## src/rtl/mac_pipe_acc_if.sv

```systemverilog
// mac_pipe_acc_if: operation request / result handshake bundle
// for the pipelined multiply-accumulate unit.
interface mac_pipe_acc_if #(
    parameter int WIDTH = 32
);
    localparam int RW = 2 * WIDTH;

    logic             in_valid;
    logic             in_ready;
    logic [WIDTH-1:0] in_m1;
    logic [WIDTH-1:0] in_m2;
    logic [WIDTH-1:0] in_addend;
    logic             in_signed;
    logic             in_acc;
    logic             in_clear;
    logic             out_valid;
    logic             out_ready;
    logic [RW-1:0]    out_result;
    logic             out_is_acc;

    modport master (
        output in_valid,
        output in_m1,
        output in_m2,
        output in_addend,
        output in_signed,
        output in_acc,
        output in_clear,
        output out_ready,
        input  in_ready,
        input  out_valid,
        input  out_result,
        input  out_is_acc
    );

    modport slave (
        input  in_valid,
        input  in_m1,
        input  in_m2,
        input  in_addend,
        input  in_signed,
        input  in_acc,
        input  in_clear,
        input  out_ready,
        output in_ready,
        output out_valid,
        output out_result,
        output out_is_acc
    );
endinterface

```

## src/rtl/mac_pipe_acc.sv

```systemverilog
// mac_pipe_acc: three-stage multiply-accumulate pipeline with a
// single global stall and an accumulator that lives in the output stage.
module mac_pipe_acc #(
    parameter int WIDTH = 32
) (
    input logic           CLK,
    input logic           RST,
    mac_pipe_acc_if.slave bus
);
    localparam int RW = 2 * WIDTH;

    logic             adv;

    logic             s1_v;
    logic [WIDTH-1:0] s1_m1;
    logic [WIDTH-1:0] s1_m2;
    logic [WIDTH-1:0] s1_add;
    logic             s1_sgn;
    logic             s1_acc;
    logic             s1_clr;

    logic             s2_v;
    logic [RW-1:0]    s2_prod;
    logic [RW-1:0]    s2_add;
    logic             s2_acc;
    logic             s2_clr;

    logic             out_v;
    logic [RW-1:0]    out_res;
    logic             out_acc;
    logic [RW-1:0]    acc;

    logic [RW-1:0]    m1_x;
    logic [RW-1:0]    m2_x;
    logic [RW-1:0]    add_x;
    logic [RW-1:0]    sum;

    assign adv            = !out_v || bus.out_ready;
    assign bus.in_ready   = adv;
    assign bus.out_valid  = out_v;
    assign bus.out_result = out_res;
    assign bus.out_is_acc = out_acc;

    // Sign bits are only replicated in signed mode; otherwise zero-extend.
    always_comb begin
        m1_x  = {{WIDTH{s1_sgn & s1_m1[WIDTH-1]}}, s1_m1};
        m2_x  = {{WIDTH{s1_sgn & s1_m2[WIDTH-1]}}, s1_m2};
        add_x = {{WIDTH{s1_sgn & s1_add[WIDTH-1]}}, s1_add};
    end

    assign sum = s2_prod + (s2_acc ? (s2_clr ? '0 : acc) : s2_add);

    always_ff @(posedge CLK) begin
        if (RST) begin
            s1_v    <= 1'b0;
            s1_m1   <= '0;
            s1_m2   <= '0;
            s1_add  <= '0;
            s1_sgn  <= 1'b0;
            s1_acc  <= 1'b0;
            s1_clr  <= 1'b0;
            s2_v    <= 1'b0;
            s2_prod <= '0;
            s2_add  <= '0;
            s2_acc  <= 1'b0;
            s2_clr  <= 1'b0;
            out_v   <= 1'b0;
            out_res <= '0;
            out_acc <= 1'b0;
            acc     <= '0;
        end else if (adv) begin
            s1_v    <= bus.in_valid;
            s1_m1   <= bus.in_m1;
            s1_m2   <= bus.in_m2;
            s1_add  <= bus.in_addend;
            s1_sgn  <= bus.in_signed;
            s1_acc  <= bus.in_acc;
            s1_clr  <= bus.in_clear;
            s2_v    <= s1_v;
            s2_prod <= m1_x * m2_x;
            s2_add  <= add_x;
            s2_acc  <= s1_acc;
            s2_clr  <= s1_clr;
            out_v   <= s2_v;
            // Bubbles leave the result and accumulator untouched.
            if (s2_v) begin
                out_res <= sum;
                out_acc <= s2_acc;
                if (s2_acc) begin
                    acc <= sum;
                end
            end
        end
    end
endmodule

```

## src/flat_wrapper.sv

```systemverilog
// flat-port wrapper written by rule: the top's interface ports become plain ports
module mac_pipe_acc_flat 
#(
    parameter int WIDTH = 32
)
  (CLK, RST, bus_in_valid, bus_in_m1, bus_in_m2, bus_in_addend, bus_in_signed, bus_in_acc, bus_in_clear, bus_out_ready, bus_in_ready, bus_out_valid, bus_out_result, bus_out_is_acc);
  mac_pipe_acc_if #(.WIDTH(WIDTH)) bus_i ();
  input logic CLK;
  input logic RST;
  input wire logic [$bits(bus_i.in_valid)-1:0] bus_in_valid;
  input wire logic [$bits(bus_i.in_m1)-1:0] bus_in_m1;
  input wire logic [$bits(bus_i.in_m2)-1:0] bus_in_m2;
  input wire logic [$bits(bus_i.in_addend)-1:0] bus_in_addend;
  input wire logic [$bits(bus_i.in_signed)-1:0] bus_in_signed;
  input wire logic [$bits(bus_i.in_acc)-1:0] bus_in_acc;
  input wire logic [$bits(bus_i.in_clear)-1:0] bus_in_clear;
  input wire logic [$bits(bus_i.out_ready)-1:0] bus_out_ready;
  output wire logic [$bits(bus_i.in_ready)-1:0] bus_in_ready;
  output wire logic [$bits(bus_i.out_valid)-1:0] bus_out_valid;
  output wire logic [$bits(bus_i.out_result)-1:0] bus_out_result;
  output wire logic [$bits(bus_i.out_is_acc)-1:0] bus_out_is_acc;
  assign bus_i.in_valid = bus_in_valid;
  assign bus_i.in_m1 = bus_in_m1;
  assign bus_i.in_m2 = bus_in_m2;
  assign bus_i.in_addend = bus_in_addend;
  assign bus_i.in_signed = bus_in_signed;
  assign bus_i.in_acc = bus_in_acc;
  assign bus_i.in_clear = bus_in_clear;
  assign bus_i.out_ready = bus_out_ready;
  assign bus_in_ready = bus_i.in_ready;
  assign bus_out_valid = bus_i.out_valid;
  assign bus_out_result = bus_i.out_result;
  assign bus_out_is_acc = bus_i.out_is_acc;
  mac_pipe_acc #(.WIDTH(WIDTH)) u_core (.CLK(CLK), .RST(RST), .bus(bus_i));
endmodule
```

## config.mk

```make
export PLATFORM = sky130hd
export DESIGN_NAME = mac_pipe_acc_flat
export DESIGN_NICKNAME = d
export VERILOG_FILES = /design/src/rtl/mac_pipe_acc_if.sv /design/src/rtl/mac_pipe_acc.sv /design/src/flat_wrapper.sv
export SDC_FILE = /design/constraint.sdc
export NUM_CORES = 2
export LEC_CHECK = 0
export ABC_AREA = 0
export BUFFER_PORTS_ARGS = -buffer_cell sky130_fd_sc_hd__buf_2
export CORE_MARGIN = 1
export CORE_UTILIZATION = 50
export DETAILED_ROUTE_END_ITERATION = 16
export GPL_ROUTABILITY_DRIVEN = 0
export PLACE_DENSITY = 0.7
export SYNTH_ARGS = -nofsm -noshare
export SYNTH_HDL_FRONTEND = slang
export SYNTH_SLANG_ARGS = --single-unit
export TNS_END_PERCENT = 20
```

## constraint.sdc

```tcl
create_clock -name CLK -period 8.65 [get_ports CLK]
set_input_delay 1.73 -clock CLK [delete_from_list [all_inputs] [get_ports CLK]]
set_output_delay 1.73 -clock CLK [all_outputs]
set_load 0.03 [all_outputs]
```

---- After elaboration in Yosys (flattened, before gate mapping) ----
Index checks and enable logic that the tools add are counted.
storage, ports and cells
  logic and storage cells ................. 27
  flip-flop bits (word level) ............. 330
operators by class
  multipliers ............................. 1
  $add $sub $neg .......................... 1
  mux-type cells .......................... 2
  bitwise logic cells ..................... 3
  reduce and logical (&&, ||, !) cells .... 4
operators with widths
  operator          number
  $mux 64           2
  $add 64x64->64    1
  $mul 33x33->64    1
  $and 1x1->1       3
  $reduce_and 3->1  1
  $reduce_and 2->1  1
  $logic_not 1->1   1
  $logic_or 1x1->1  1

---- Logic depth before layout (Yosys ltp) ----
  depth after elaboration ................. 3
  gate-level depth with buffers ........... 30
  gate-level depth less buffers ........... 27

---- Worst setup path after synthesis ----
OpenSTA, ideal clock, no wires.
  kind .................................... reg2reg
  from .................................... reg u_core.s1_m1[31]
  to ...................................... reg u_core.s2_prod[61]
  data arrival time ....................... 7817 ps
  slack ................................... 771 ps
  stages on the path, launching flop included .. 26
  data required time ...................... 8588 ps
  cell sequence ........................... dfxtp_1 > clkbuf_1 > and2_1 > clkbuf_1 > nand2_1 > inv_1 > fa_1 > inv_1 > fa_1 > inv_1 > fa_1 > fa_1 > inv_1 > fa_1 > fa_1 > fa_1 > fa_1 > inv_1 > ha_1 > clkbuf_1 > nand2_1 > or3_1 > nor4_1 > o211ai_1 > a2111oi_0 > nand3b_1
on the way
  cells in the longest elaborated chain, start to end .. 2
RTL lines
  item                      line                source
  start: declaration        mac_pipe_acc.sv:15  logic [WIDTH-1:0] s1_m1;
  start signal: assignment  mac_pipe_acc.sv:73  s1_m1 <= bus.in_m1;
  $and 1x1->1               mac_pipe_acc.sv:46  m1_x = {{WIDTH{s1_sgn & s1_m1[WIDTH-1]}}, s1_m1};
  $mul 33x33->64 (*)        mac_pipe_acc.sv:80  s2_prod <= m1_x * m2_x;
  end signal: assignment    mac_pipe_acc.sv:80
  end: declaration          mac_pipe_acc.sv:23  logic [RW-1:0] s2_prod;
Mark *: on every way between the ends. The rest lies on a longest branch, timed or not.
A chain may end at the register's enable or synchronous reset.

---- Final worst setup path ----
  from .................................... reg u_core.s1_m1[20]
  to ...................................... reg u_core.s2_prod[63]
on the way
  cells in the longest elaborated chain, start to end .. 1
RTL lines
  item            line
  $mul 33x33->64  mac_pipe_acc.sv:80
No other way between the ends.

==> impl_metrics.ini <==
[power]
clkPwrFrac = 0.143
p_switching_w = 0.00669
switching_share = 0.504
p_int_w = 0.00659
power.leakage_nw = 27.8
pwr-share-comb = 0.712
p_per_area_nw_per_um2 = 228
p_seq_frac = 0.145
irDropWorstVdd_mv = 0.380

[worst_hold_path]
min_from = u_core.s1_m2[26]
hold_class = reg -> reg

[route]
wl_met1_um = 58300
drt_wl_total_um = 148000
ant_nets = 0
dr.pass1.iters = 6
drc = 0
dr.max_layer_used = met5
wl_per_cell_um = 19.1
met2_length_um = 72700
via_per_inst = 5.55
vias = 43188
drt_iter0_drc = 2833
wl_met3_um = 8440

[logic_synthesis]
syn_area_um2 = 54300
synthSimpleGateAreaFrac = 0.177
synth_edf_count = 0
netlist_instances = 6375
synth-seq-cells = 330
muxShareOfSynthArea = 0.00111
synth_compound_area_frac = 0.0968
syn-num-nets = 7879
synth_xor_area_frac = 0.0165
synth_top_family_by_area = adder cells
synth_fa_ha_area_frac = 0.479
async_flop_share = 0
synth.distinct_cells = 82
ys_seq_area_frac = 0.122
yosys_warnings = 0
avgSynthCellArea_um2 = 8.51
ys.flop_type = dfxtp_1

[sta]
post-route-period-util = 0.965
slew_headroom = 0.273
hold_ws_ns = 0.446
period_minus_slack_ns = 8.34
setup_viol = 0
tns_ns = 0
tightest_slew_ns = 1.09
hold_viol_final = 0
fmax_ghz = 0.120
final_max_slew_viol_count = 0
finClkSkew_ns = 0.0491
rsz0062_at_grt = true

[global_routing]
antenna_found_initial = 3
grt_pass1_wl_um = 245000
grt_pass1_vias = 46295
groute.usage.overall = 0.279
overflow = 0
grt_max_degree = 101

[setup_path]
crit_top_cell = fa_1
cp-start-kind = flop
cp_max_fo = 28
required_ns = 9.11
cp-startpoint = u_core.s1_m1[20]
critPathKind = reg -> reg
cp-end-kind = flop
critPathTopFamily = adder cells
path_buf_inv = 6
reg2reg_from = u_core.s1_m1[20]
path_cells = buf_6 -> nand2_1 -> fa_1 -> fa_1 -> inv_1 -> fa_1 -> fa_1 -> fa_1 -> inv_1 -> fa_1 -> inv_1 -> fa_1 -> inv_1 -> fa_1 -> inv_1 -> ha_1 -> a21oi_1 -> nor2_1 -> or3_1 -> a2111oi_4 -> o21ai_1 -> a221o_1 -> xnor2_1 -> a21oi_1
cpMaxStageDelayCell = a2111oi_4
critPathMaxStageDelay_ns = 0.63
arrival_ns = 8.80

[floorplan]
die_w_um = 331
core-area_um2 = 107000
die_h_um = 331
die-area_um2 = 110000
io_pins = 170
start_util = 0.505
fp-row-count = 120

[cts]
htreeDepth = 2
path_clk_slew_ns = 0.06
clock_latency_ns = 0.64
cts_inserted_buffers = 41
cts_root_buffer = clkbuf_16
cts_hold_buf = 0
cts_tree = yes
clk_path_buf_depth = 3
cts.sinks = 330

[placed_design]
hpwl_um = 119000
io_buffers = 169

[cells_and_area]
syn2layout_area_growth_pct = 7.29
drive_above_1_share = 0.0692
finalNetCount = 7853

[status]
status = complete, no violations

[run]
drv_cap = 0
state kept, by name, indices dropped and copies added, names as in the netlist:
register	flops
u_core.s1_v	1
u_core.s2_clr	1
u_core.acc	64
u_core.s1_acc	1
u_core.bus.out_result	64
u_core.s2_v	1
u_core.s2_acc	1
u_core.s1_add	32
u_core.bus.out_valid	1
u_core.s1_m1	32
u_core.s2_add	33
u_core.bus.out_is_acc	1
u_core.s2_prod	64
u_core.s1_clr	1
u_core.s1_m2	32
u_core.s1_sgn	1
routing by layer:
metal  up-vias  global-route usage
li1      19357                   -
met1     21836               0.345
met2      1550               0.479
met3       443              0.0347
met4         2               0.147
met5         -                   0
cell usage after synthesis (9+ instances only):
cell | number | area, um2
or2_2 | 9 | 56.3
nor4_1 | 11 | 68.8
dfxtp_1 | 330 | 6610
xor2_1 | 36 | 315
o31ai_1 | 11 | 82.6
buf_1 | 18 | 67.6
a211oi_1 | 26 | 195
a31oi_1 | 19 | 119
nor2b_1 | 15 | 93.8
nor3_1 | 44 | 220
nand4_1 | 33 | 206
xnor2_1 | 66 | 578
inv_1 | 1160 | 4350
and3_1 | 38 | 238
o21bai_1 | 27 | 203
o21ai_0 | 115 | 576
nand3_1 | 95 | 475
a21o_1 | 99 | 743
o211ai_1 | 22 | 165
o21ai_1 | 19 | 95.1
ha_1 | 275 | 3440
a21oi_1 | 404 | 2020
a211o_1 | 10 | 87.6
clkbuf_1 | 359 | 1350
fa_1 | 1126 | 22500
or3_1 | 17 | 106
and2_1 | 381 | 2380
o21a_1 | 22 | 165
nor2_1 | 132 | 495
or4_1 | 9 | 67.6
nand2_1 | 1307 | 4910
final cells by class:
class	count	area (um2)
Sequential cell	330	6630
Antenna cell	3	7.51
Multi-Input combinational cell	4497	41900
Clock buffer	51	1120
Fill cell	9713	49100
Tap cell	1403	1760
Inverter	1161	4380
Timing Repair Buffer	318	2130
Clock inverter	17	319
power groups by stage:
stage / clock [W] / combinational, W / sequential [W]
global placement: 0 / 0.00914 / 0.00195
finish: 0.00190 / 0.00945 / 0.00192
floorplan: 0 / 0.00673 / 0.00186
CTS: 0.00194 / 0.00935 / 0.00192
detailed placement: 0 / 0.00930 / 0.00195
global route: 0.00199 / 0.0106 / 0.00194
final timing paths:
path,end,slack (ns),cells after the start
hold / removal,u_core.s1_m2[26],0.45,2
hold reg to reg,u_core.s1_m2[26],0.45,2
setup reg to reg,u_core.s2_prod[63],0.31,24
setup / recovery,u_core.s2_prod[63],0.31,24
timing repair:
item,in CTS,in global routing
gates resized for setup,0,26
buffers inserted,0,4
setup endpoints to repair,0,11
layout by cell type, fill, tap and decap left out, types with 7 or more instances in the layout:
master / count
nand4_1: 33
xor2_1: 36
nor3b_1: 8
or4_1: 9
nor3_1: 44
a21o_1: 99
buf_12: 12
dfxtp_1: 313
o21ai_1: 20
o21a_1: 22
nor2b_1: 12
nand3_1: 95
nor4_1: 10
o21bai_1: 27
fa_1: 1125
and3_1: 37
and4_1: 7
xnor2_1: 66
o2111ai_1: 7
and2_1: 380
or3_1: 17
nor2_1: 132
ha_1: 275
buf_2: 168
nand2_1: 1305
o211ai_1: 22
a211o_1: 10
a31oi_1: 19
o21ai_0: 114
a21oi_1: 404
o31ai_1: 11
inv_1: 1155
a211oi_1: 26
nand2b_1: 7
clkbuf_16: 41
buf_4: 136
or2_2: 9
dfxtp_2: 17
bufinv_16: 7
worst register-to-register path, stage by stage (launching register included):
cell       delay, ns
dfxtp_1         0.61
buf_6           0.39
nand2_1         0.14
fa_1            0.50
fa_1            0.56
inv_1           0.06
fa_1            0.56
fa_1            0.45
fa_1            0.62
inv_1           0.08
fa_1            0.48
inv_1           0.05
fa_1            0.50
inv_1           0.05
fa_1            0.47
inv_1           0.04
ha_1            0.36
a21oi_1         0.34
nor2_1          0.07
or3_1           0.37
a2111oi_4       0.63
o21ai_1         0.25
a221o_1         0.37
xnor2_1         0.15
a21oi_1         0.08
stage by stage:
stage	worst slack, ns	util	cells	cell area [um2]	total power (W)
after detailed placement	0.177	0.528	7705	56700	0.0113
after global placement	0.288	0.528	7705	56700	0.0111
after floorplan	0.771	-	6375	54300	0.00859
after CTS	0.146	0.541	7773	58100	0.0132
final	0.307	0.542	7780	58200	0.0133
after global routing	-0.0922	0.542	7778	58200	0.0145
kinds of logic after synthesis:
kind of cell / Yosys count
buffers and inverters: 1548
multiplexers: 6
XOR/XNOR: 102
adder cells (fa/ha/maj): 1401
AO/OA/AOI/OAI: 858
AND/OR/NAND/NOR: 2130
flip-flops: 330
Note: power is estimated with default switching activity, not from simulation.
